$ cat src/rtl/led_sequencer_pkg.sv
// led_sequencer_pkg: register offsets, CTRL/STATUS bit positions and FSM states shared by the LED sequencer.
package led_sequencer_pkg;
    localparam logic [3:0] OFF_CTRL         = 4'h0;
    localparam logic [3:0] OFF_PERIOD       = 4'h1;
    localparam logic [3:0] OFF_STATUS       = 4'h2;
    localparam logic [3:0] OFF_DIRECT       = 4'h3;
    localparam logic [3:0] OFF_PATTERN_BASE = 4'h8;
    localparam int CTRL_EN    = 0;
    localparam int CTRL_LOOP  = 1;
    localparam int CTRL_START = 2;
    localparam int CTRL_LAST  = 8;
    localparam int ST_BUSY = 0;
    localparam int ST_IDX  = 4;
    localparam int ST_DONE = 8;
    localparam int ST_DROP = 9;
    localparam int ST_ERR  = 10;
    typedef enum logic [1:0] {IDLE = 2'd0, ISSUE = 2'd1, HOLD = 2'd2} state_t;
endpackage

$ cat src/rtl/led_sequencer_regs.sv
// led_sequencer_regs: slave decode, CTRL/PERIOD/STATUS registers, pattern table and W1C flags.
// Ports: clk, reset (sync, active-high); slave read/write/address/write_data/read_data/response;
// enable/loop/last_idx/period/start to the FSM; direct_wr/direct_byte for CPU LED writes;
// pat_idx/pat_byte table read port; busy/cur_idx/set_done/set_drop/set_err status inputs.
// Macro LEDSEQ_TIMEOUT_EN adds the err flag; otherwise err reads 0.
module led_sequencer_regs
    import led_sequencer_pkg::*;
#(
    parameter int PATTERN_DEPTH = 8,
    parameter int PERIOD_WIDTH  = 32
) (
    input  logic                    clk,
    input  logic                    reset,
    input  logic                    read,
    input  logic                    write,
    input  logic [31:0]             address,
    input  logic [31:0]             write_data,
    output logic [31:0]             read_data,
    output logic                    response,
    output logic                    enable,
    output logic                    loop,
    output logic                    start,
    output logic [2:0]              last_idx,
    output logic [PERIOD_WIDTH-1:0] period,
    output logic                    direct_wr,
    output logic [7:0]              direct_byte,
    input  logic [2:0]              pat_idx,
    output logic [7:0]              pat_byte,
    input  logic                    busy,
    input  logic [2:0]              cur_idx,
    input  logic                    set_done,
    input  logic                    set_drop,
    input  logic                    set_err
);
    localparam logic [3:0] DEPTH4   = 4'(PATTERN_DEPTH);
    localparam logic [2:0] LAST_MAX = 3'(PATTERN_DEPTH - 1);
    logic [3:0]  off;
    logic [7:0]  pattern [8];
    logic        done, drop, err, pat_hit, w_status;
    logic [2:0]  last_in;
    logic [31:0] ctrl_rd, status_rd, rd_word;
    logic        unused_ok;
    assign off         = address[5:2];
    assign pat_hit     = off[3] && ({1'b0, off[2:0]} < DEPTH4);
    assign w_status    = write && off == OFF_STATUS;
    assign last_in     = write_data[CTRL_LAST +: 3] > LAST_MAX ? LAST_MAX : write_data[CTRL_LAST +: 3];
    // start only fires together with a newly written enable=1
    assign start       = write && off == OFF_CTRL && write_data[CTRL_START] && write_data[CTRL_EN];
    assign direct_wr   = write && off == OFF_DIRECT;
    assign direct_byte = write_data[7:0];
    assign pat_byte    = pattern[pat_idx];
    assign response    = read | write;
    always_ff @(posedge clk) begin
        if (reset) begin
            enable   <= 1'b0;
            loop     <= 1'b0;
            last_idx <= '0;
            period   <= '0;
            done     <= 1'b0;
            drop     <= 1'b0;
            for (int i = 0; i < 8; i++) pattern[i] <= '0;
        end else begin
            if (write && off == OFF_CTRL) begin
                enable   <= write_data[CTRL_EN];
                loop     <= write_data[CTRL_LOOP];
                last_idx <= last_in;
            end
            if (write && off == OFF_PERIOD) period <= write_data[PERIOD_WIDTH-1:0];
            if (write && pat_hit) pattern[off[2:0]] <= write_data[7:0];
            // hardware set takes priority over a same-cycle W1C clear
            done <= set_done | (done & ~(w_status & write_data[ST_DONE]));
            drop <= set_drop | (drop & ~(w_status & write_data[ST_DROP]));
        end
    end
`ifdef LEDSEQ_TIMEOUT_EN
    always_ff @(posedge clk) begin
        if (reset) err <= 1'b0;
        else err <= set_err | (err & ~(w_status & write_data[ST_ERR]));
    end
    assign unused_ok = ^{address[31:6], address[1:0]};
`else
    assign err       = 1'b0;
    assign unused_ok = ^{address[31:6], address[1:0], set_err};
`endif
    always_comb begin
        ctrl_rd                  = '0;
        ctrl_rd[CTRL_EN]         = enable;
        ctrl_rd[CTRL_LOOP]       = loop;
        ctrl_rd[CTRL_LAST +: 3]  = last_idx;
        status_rd                = '0;
        status_rd[ST_BUSY]       = busy;
        status_rd[ST_IDX +: 3]   = cur_idx;
        status_rd[ST_DONE]       = done;
        status_rd[ST_DROP]       = drop;
        status_rd[ST_ERR]        = err;
    end
    assign rd_word = off == OFF_CTRL   ? ctrl_rd :
                     off == OFF_PERIOD ? 32'(period) :
                     off == OFF_STATUS ? status_rd :
                     pat_hit           ? {24'd0, pattern[off[2:0]]} : '0;
    assign read_data = read ? rd_word : '0;
endmodule

$ cat src/rtl/led_sequencer.sv
// led_sequencer: steps an 8-entry pattern table out to the LED peripheral over a bus master port.
// Ports: clk, reset (sync, active-high); slave read/write/address/write_data/read_data/response;
// master m_read (always 0)/m_write/m_address (= LED_ADDR)/m_write_data/m_read_data (unused)/m_response.
// Macro LEDSEQ_TIMEOUT_EN aborts an ISSUE with err after TIMEOUT_CYCLES without m_response.
module led_sequencer
    import led_sequencer_pkg::*;
#(
    parameter int          PATTERN_DEPTH  = 8,
    parameter logic [31:0] LED_ADDR       = 32'h0000_0000,
    parameter int          PERIOD_WIDTH   = 32,
    parameter int          TIMEOUT_CYCLES = 16
) (
    input  logic        clk,
    input  logic        reset,
    input  logic        read,
    input  logic        write,
    input  logic [31:0] address,
    input  logic [31:0] write_data,
    output logic [31:0] read_data,
    output logic        response,
    output logic        m_read,
    output logic        m_write,
    output logic [31:0] m_address,
    output logic [31:0] m_write_data,
    input  logic [31:0] m_read_data,
    input  logic        m_response
);
    state_t                  state, state_d;
    logic [2:0]              idx, idx_d, last_idx, pat_idx;
    logic [7:0]              data_q, direct_byte, pat_byte;
    logic [PERIOD_WIDTH-1:0] cnt, cnt_d, period;
    logic                    one_shot, one_shot_d, restart_q, restart_d, go_start;
    logic                    enable, loop, start, direct_wr, busy;
    logic                    load, load_direct, set_done, set_err;
    logic                    unused_ok;
    assign busy         = state != IDLE;
    assign m_read       = 1'b0;
    assign m_write      = state == ISSUE;
    assign m_address    = LED_ADDR;
    assign m_write_data = {24'd0, data_q};
    assign pat_idx      = idx_d;
    assign unused_ok    = ^m_read_data;
    // a start seen during ISSUE is remembered and honoured once that write completes
    assign go_start     = start | (restart_q & enable);
    led_sequencer_regs #(.PATTERN_DEPTH(PATTERN_DEPTH), .PERIOD_WIDTH(PERIOD_WIDTH)) u_regs (
        .clk(clk), .reset(reset), .read(read), .write(write), .address(address),
        .write_data(write_data), .read_data(read_data), .response(response),
        .enable(enable), .loop(loop), .start(start), .last_idx(last_idx), .period(period),
        .direct_wr(direct_wr), .direct_byte(direct_byte), .pat_idx(pat_idx), .pat_byte(pat_byte),
        .busy(busy), .cur_idx(idx), .set_done(set_done), .set_drop(direct_wr & busy),
        .set_err(set_err)
    );
`ifdef LEDSEQ_TIMEOUT_EN
    localparam logic [15:0] TO_LAST = 16'(TIMEOUT_CYCLES - 1);
    logic [15:0] tcnt;
    logic        timeout;
    assign timeout = tcnt == TO_LAST;
    always_ff @(posedge clk) begin
        if (reset) tcnt <= '0;
        else tcnt <= (state == ISSUE && !load) ? tcnt + 16'd1 : '0;
    end
`endif
    always_ff @(posedge clk) begin
        if (reset) begin
            state     <= IDLE;
            idx       <= '0;
            cnt       <= '0;
            one_shot  <= 1'b0;
            restart_q <= 1'b0;
            data_q    <= '0;
        end else begin
            state     <= state_d;
            idx       <= idx_d;
            cnt       <= cnt_d;
            one_shot  <= one_shot_d;
            restart_q <= restart_d;
            if (load) data_q <= load_direct ? direct_byte : pat_byte;
        end
    end
    always_comb begin
        state_d     = state;
        idx_d       = idx;
        cnt_d       = cnt;
        one_shot_d  = one_shot;
        restart_d   = restart_q;
        load        = 1'b0;
        load_direct = 1'b0;
        set_done    = 1'b0;
        set_err     = 1'b0;
        case (state)
            IDLE: begin
                restart_d = 1'b0;
                if (start) begin
                    idx_d      = '0;
                    one_shot_d = 1'b0;
                    load       = 1'b1;
                    state_d    = ISSUE;
                end else if (direct_wr) begin
                    one_shot_d  = 1'b1;
                    load        = 1'b1;
                    load_direct = 1'b1;
                    state_d     = ISSUE;
                end
            end
            ISSUE: begin
                if (start) restart_d = 1'b1;
                if (m_response) begin
                    if (go_start) begin
                        idx_d      = '0;
                        one_shot_d = 1'b0;
                        load       = 1'b1;
                        restart_d  = 1'b0;
                    end else if (one_shot || !enable) begin
                        restart_d = 1'b0;
                        state_d   = IDLE;
                    end else begin
                        cnt_d   = period;
                        state_d = HOLD;
                    end
                end
`ifdef LEDSEQ_TIMEOUT_EN
                else if (timeout) begin
                    set_err   = 1'b1;
                    restart_d = 1'b0;
                    state_d   = IDLE;
                end
`endif
            end
            HOLD: begin
                cnt_d = cnt - 1'b1;
                if (start) begin
                    idx_d   = '0;
                    load    = 1'b1;
                    state_d = ISSUE;
                end else if (!enable) begin
                    state_d = IDLE;
                end else if (cnt <= PERIOD_WIDTH'(1)) begin
                    if (idx < last_idx || loop) begin
                        idx_d   = idx < last_idx ? idx + 3'd1 : 3'd0;
                        load    = 1'b1;
                        state_d = ISSUE;
                    end else begin
                        set_done = 1'b1;
                        state_d  = IDLE;
                    end
                end
            end
            default: state_d = IDLE;
        endcase
    end
endmodule

$ cat config.mk
export PLATFORM = sky130hd
export DESIGN_NAME = led_sequencer
export DESIGN_NICKNAME = d
export VERILOG_FILES = /design/src/rtl/led_sequencer_pkg.sv /design/src/rtl/led_sequencer_regs.sv /design/src/rtl/led_sequencer.sv
export SDC_FILE = /design/constraint.sdc
export NUM_CORES = 1
export LEC_CHECK = 0
export CAP_MARGIN = 20
export CELL_PAD_IN_SITES_DETAIL_PLACEMENT = 1
export CELL_PAD_IN_SITES_GLOBAL_PLACEMENT = 2
export CORE_UTILIZATION = 30
export DETAILED_ROUTE_END_ITERATION = 16
export GPL_TIMING_DRIVEN = 0
export MAX_ROUTING_LAYER = met4
export PLACE_DENSITY_LB_ADDON = 0.1
export SYNTH_ARGS = -nofsm -noshare
export SYNTH_HDL_FRONTEND = slang
export SYNTH_SLANG_ARGS = --single-unit
export TNS_END_PERCENT = 30
$ cat constraint.sdc
create_clock -name clk -period 3.81 [get_ports clk]
set_input_delay 0.5715 -clock clk [delete_from_list [all_inputs] [get_ports clk]]
set_output_delay 0.5715 -clock clk [all_outputs]
set_load 0.02 [all_outputs]
==> results.cfg, run 1 <==
[outcome]
outcome = finished with violations
violations = negative setup slack

[critical_path]
max_stage_delay_ns = 0.66
cp.required_ns = 3.24
end_kind = output port
slowest_stage = clkdlybuf4s50_1
critPathKind = in -> out
cp.arrival_ns = 3.28
cp_cell_sequence = clkdlybuf4s50_1, buf_4, clkbuf_2, a21oi_1, a211oi_1, a221o_1, a22oi_1, nor2_1, clkdlybuf4s50_1
path_max_fanout = 10
cp_common_cell = clkdlybuf4s50_1
cp-start-kind = input port

[detailed_routing]
wl_met2_mm = 13.0
wl_met3_mm = 2.12
drc_errors = 0
routed_wl_mm = 32.1
wl_per_cell_um = 21.5
wl_met1_mm = 16.5
dr.pass1.iters = 5
vias = 7716
top_layer = met4
first_iter_violations = 622
ant_nets = 0
drt-vias-per-instance = 5.15

[pwr]
power.density_mw_per_mm2 = 374
vdd_ir_drop_max_v = 0.000275
leakage_nw = 4.11
p_total_mw = 4.03

[clocking]
insertion_delay_ns = 0.43
cts.clk_slew.worst_paths_ns = 0.06
numCtsBuffers = 17
cts.path.max_buffers = 2
cts-htree-levels = 4
root_buffer = clkbuf_16
cts_tree = done
cts_sinks = 150

[logic_synthesis]
ys_seq_area_share_pct = 42.7
synth_top_area_share_pct = 22.5
yosys_warnings = 0
synth_edf_count = 64
synth_largest_area_cell = edfxtp_1
ys_ff_latch = 150
synth_ff_type = dfxtp_1
synth_cell_type_count = 71
netlist_top_cells_count = nand2_1, and2_1, nor2_1
postSynthCellCount = 947
synth_most_common_cell = nand2_1
netlist_top_cells_area = edfxtp_1, dfxtp_1, and2_1
async_flop_share_pct = 0
avgSynthCellArea_sq_um = 9.02
syn_area_sq_mm = 0.00854

[floorplan]
rows = 61
coreArea_sq_mm = 0.0279
die-area_sq_mm = 0.0291
start_util_pct = 30.6
io_pins = 200
die_w_um = 171
die_h_um = 171

[timing]
max_freq_mhz = 260
period_needed_ns = 3.85
rsz0062_at_grt = yes
slew_headroom_pct = 24.3
setup_viol = 1
tightest_slew_ns = 1.13
finClkSkew_ns = 0.0129
period_share_pct = 101
layout_setup_ws_ns = -0.0382
slew_viol_final = 0
timing.hold.ws_ns = 0.462
hold_viol = 0
setup_tns_ns = -0.0382

[place]
dp.cells = 1463
io_buffer_count = 81
place_congestion = 0.865
dp_hpwl_mm = 24.1
dp_slack_ns = -0.942

[grt]
grt.total_usage_pct = 23.2
antenna_found_initial = 1
grt_pass1_vias = 7466
grt_pass1_wl_mm = 48.0
grt_max_degree = 17
grt_overflow_total = 0

[flow_run]
maxCapViolations = 0

[final_layout]
fill_cells = 3241
syn_to_final_growth_pct = 26.2
multi_input_area_sq_mm = 0.00446
drive_gt1_share_pct = 14.0
stdcell_count = 1498
register_area_sq_mm = 0.00364
final_nets = 1211

[hold_path]
hp-class = reg -> reg
-- path summary, 6_finish.rpt --
path / from / end / slack, ns / cells after the start
min: u_regs.done / u_regs.done / 0.46 / 2
max reg2reg: cnt[16] / data_q[6] / 0.12 / 10
max: address[4] / read_data[5] / -0.04 / 9
min reg2reg: u_regs.done / u_regs.done / 0.46 / 2
-- critical path, delay by kind of cell --
kind,cells,cell delay [ns]
simple gates,1,0.23
compound gates,4,0.66
buf+inv,4,1.82
-- layout make-up --
cell class / count / share of cell area (%)
inverters: 11 / 0.383
flip-flops and latches: 150 / 33.8
repair buffers: 83 / 7.70
well taps: 378 / 4.39
diodes: 2 / 0.0465
clock buffers: 19 / 4.02
multi-input cells: 728 / 41.4
clock inverters: 13 / 1.59
plain buffers: 114 / 6.64
-- layout by cell type (no fill, tap or decap), types with 9 or more instances in the layout --
cell type        count
a211oi_1             9
a21oi_1             75
a221o_1              9
a22oi_1             17
and2_1              91
buf_4               62
clkbuf_1            42
clkbuf_16           17
clkdlybuf4s50_1     78
conb_1              57
dfxtp_1             86
edfxtp_1            64
inv_1               10
mux2i_1             45
nand2_1            101
nand3_1             17
nor2_1              85
nor3_1              18
nor4_1              13
o21ai_0             31
or2_2               10
-- flip-flops by register name (all words and copies together), names as in the netlist, 2 cells and up --
name             count
u_regs.period       32
cnt                 32
u_regs.pattern      64
data_q               8
idx                  3
state                2
u_regs.last_idx      3
-- metrics by stage --
step | instance area (sq um) | utilization [%]
floorplan | 8750 | -
detailed placement | 10000 | 36.1
global route | 10800 | 38.7
CTS | 10700 | 38.5
finish | 10800 | 38.7
global placement | 10000 | 36.0
-- metal layers --
layer | track usage (%) | vias to the layer above
met2 | 31.0 | 261
met4 | 6.38 | 0
met3 | 4.42 | 24
li1 | - | 3630
met1 | 34.9 | 3801
met5 | - | -
-- cells by family (layout without fill, tap and decap cells) --
kind of cell	after synthesis	in the layout	share of synthesized area [%]
fa+ha+maj	5	5	0.733
mux	61	61	8.28
simple gates	398	398	23.7
flops	150	150	42.7
buf+inv	125	240	8.41
compound gates	207	207	16.1
other cells	1	59	0.0439
-- power by group --
group	leakage [nW]	internal [mW]	switching, mW
Sequential	1.30	1.72	0.0441
Combinational	2.52	0.183	0.283
Clock	0.284	1.04	0.749
Total	4.11	2.95	1.08
-- timing repair --
item | CTS | global route
pin swaps | 0 | 1
endpoints found under the hold margin | 0 | 0
hold buffers | 0 | 0
endpoints found under the setup margin | 40 | 27
gates resized for setup | 29 | 12
buffers inserted | 0 | 1
(Power assumes the default switching activity.)
==> run 2: changes to the inputs <==
- RECOVER_POWER: unset -> 50
- clock period: 3.81 -> 4.2 ns (I/O delays scaled with it)
==> results.cfg, run 2 (synthesis gave the netlist of run 1 again) <==
[final_layout]
largest_reg_flops = 64
final_nets = 1210
drive_gt1_share_pct = 12.4
stdcell_count = 1496
final_util_pct = 38.4
post-route-cell-area_sq_mm = 0.0107
top_register = u_regs.pattern
largestRegisters = u_regs.pattern x64, cnt x32, u_regs.period x32
final_cell_mix = nand2_1, nor2_1, dfxtp_1
syn_to_final_growth_pct = 25.1
layout_commonest_cell = nand2_1

[clocking]
cts_sinks = 150
insertion_delay_ns = 0.43
root_buffer = clkbuf_16
cts.path.max_buffers = 2
cts_setup_buffers = 0
cts-htree-levels = 4
cts_tree = done
cts.clk_slew.worst_paths_ns = 0.06
holdBufCountCts = 0
numCtsBuffers = 17

[critical_path]
cp-start-kind = input port
cp.arrival_ns = 3.49
cp.required_ns = 3.57
critPathKind = in -> out
path_max_fanout = 10
end_kind = output port

[timing]
slew_viol_final = 0
period_needed_ns = 4.12
tightest_slew_ns = 1.13
setup_viol = 0
period_share_pct = 98.2
hold_viol = 0
rsz0062_at_grt = yes
setup_tns_ns = 0
finClkSkew_ns = 0.0126
slew_headroom_pct = 24.3
max_freq_mhz = 243
layout_setup_ws_ns = 0.0770

[hold_path]
hp-class = reg -> reg

[floorplan]
io_pins = 200
die-area_sq_mm = 0.0291
rows = 61
die_h_um = 171
start_util_pct = 30.6
die_w_um = 171
coreArea_sq_mm = 0.0279

[grt]
antenna_found_initial = 1
grt_pass1_vias = 7462
grt_max_degree = 17
grt_overflow_total = 0
grt_pass1_wl_mm = 48.0
grt.total_usage_pct = 23.3

[outcome]
outcome = complete, no violations

[pwr]
power.density_mw_per_mm2 = 341
leakage_nw = 4.01
p_comb_share_pct = 11.4
swShare_pct = 26.7
p_int_mw = 2.67
seqPwrFrac_pct = 44.0
clockPowerShare_pct = 44.6
vdd_ir_drop_max_v = 0.000250
p_sw_uw = 974

[flow_run]
maxCapViolations = 0

[detailed_routing]
ant_nets = 0
drt-vias-per-instance = 5.15
first_iter_violations = 650
wl_per_cell_um = 21.5
routed_wl_mm = 32.1
dr.pass1.iters = 5
vias = 7705
drc_errors = 0

[place]
place_congestion = 0.865
dp_slack_ns = -0.669
dp.cells = 1463
dp_hpwl_mm = 24.1
io_buffer_count = 81
place_area_sq_mm = 0.0100
run 2: power groups by stage:
stage	sequential (mW)	combinational, mW	clock (mW)
after floorplan	1.61	0.255	0
after global placement	1.63	0.409	0
after detailed placement	1.63	0.410	0
after CTS	1.60	0.414	1.65
after global routing	1.61	0.445	1.71
final	1.60	0.416	1.63
run 2: timing repair:
| item | in CTS | in global routing |
|---|---|---|
| setup endpoints to repair | 30 | 14 |
| gates resized for setup | 11 | 6 |
| pin swaps | 0 | 0 |
run 2: cell type report:
cell class	count	area, sq um
Antenna cell	1	2.50
Buffer	114	697
Clock buffer	19	433
Clock inverter	13	171
Fill cell	3265	17200
Inverter	11	41.3
Multi-Input combinational cell	728	4410
Sequential cell	150	3640
Tap cell	378	473
Timing Repair Buffer	82	818
run 2: stage by stage:
step | power [mW] | hold WS, ns
detailed placement | 2.04 | 0.458
floorplan | 1.87 | 0.432
global placement | 2.04 | 0.447
global route | 3.76 | 0.482
finish | 3.65 | 0.462
CTS | 3.67 | 0.467
run 2: worst max-delay path, cell delays in order:
cell and delay (ns):
clkdlybuf4s50_1 0.58, clkbuf_4 0.29, buf_4 0.26, clkbuf_2 0.29, a31oi_1 0.12, o221ai_1 0.29, a21oi_1 0.12, nor2_1 0.23
clkdlybuf4s50_1 0.67
run 2: layer usage:
| layer | share of wire, % | track usage [%] | up-vias |
|---|---|---|---|
| met3 | 6.2 | 4.60 | 26 |
| met5 | 0 | - | - |
| met4 | 1.5 | 6.62 | 0 |
| li1 | - | - | 3635 |
| met2 | 40 | 30.9 | 253 |
| met1 | 52 | 34.8 | 3791 |
run 2: path summary, 6_finish.rpt:
kind / slack (ns) / start / endpoint / cells after the start
max: 0.08 / address[4] / read_data[3] / 9
min: 0.46 / u_regs.done / u_regs.done / 2
max reg2reg: 0.11 / cnt[16] / data_q[1] / 10
min reg2reg: 0.46 / u_regs.done / u_regs.done / 2
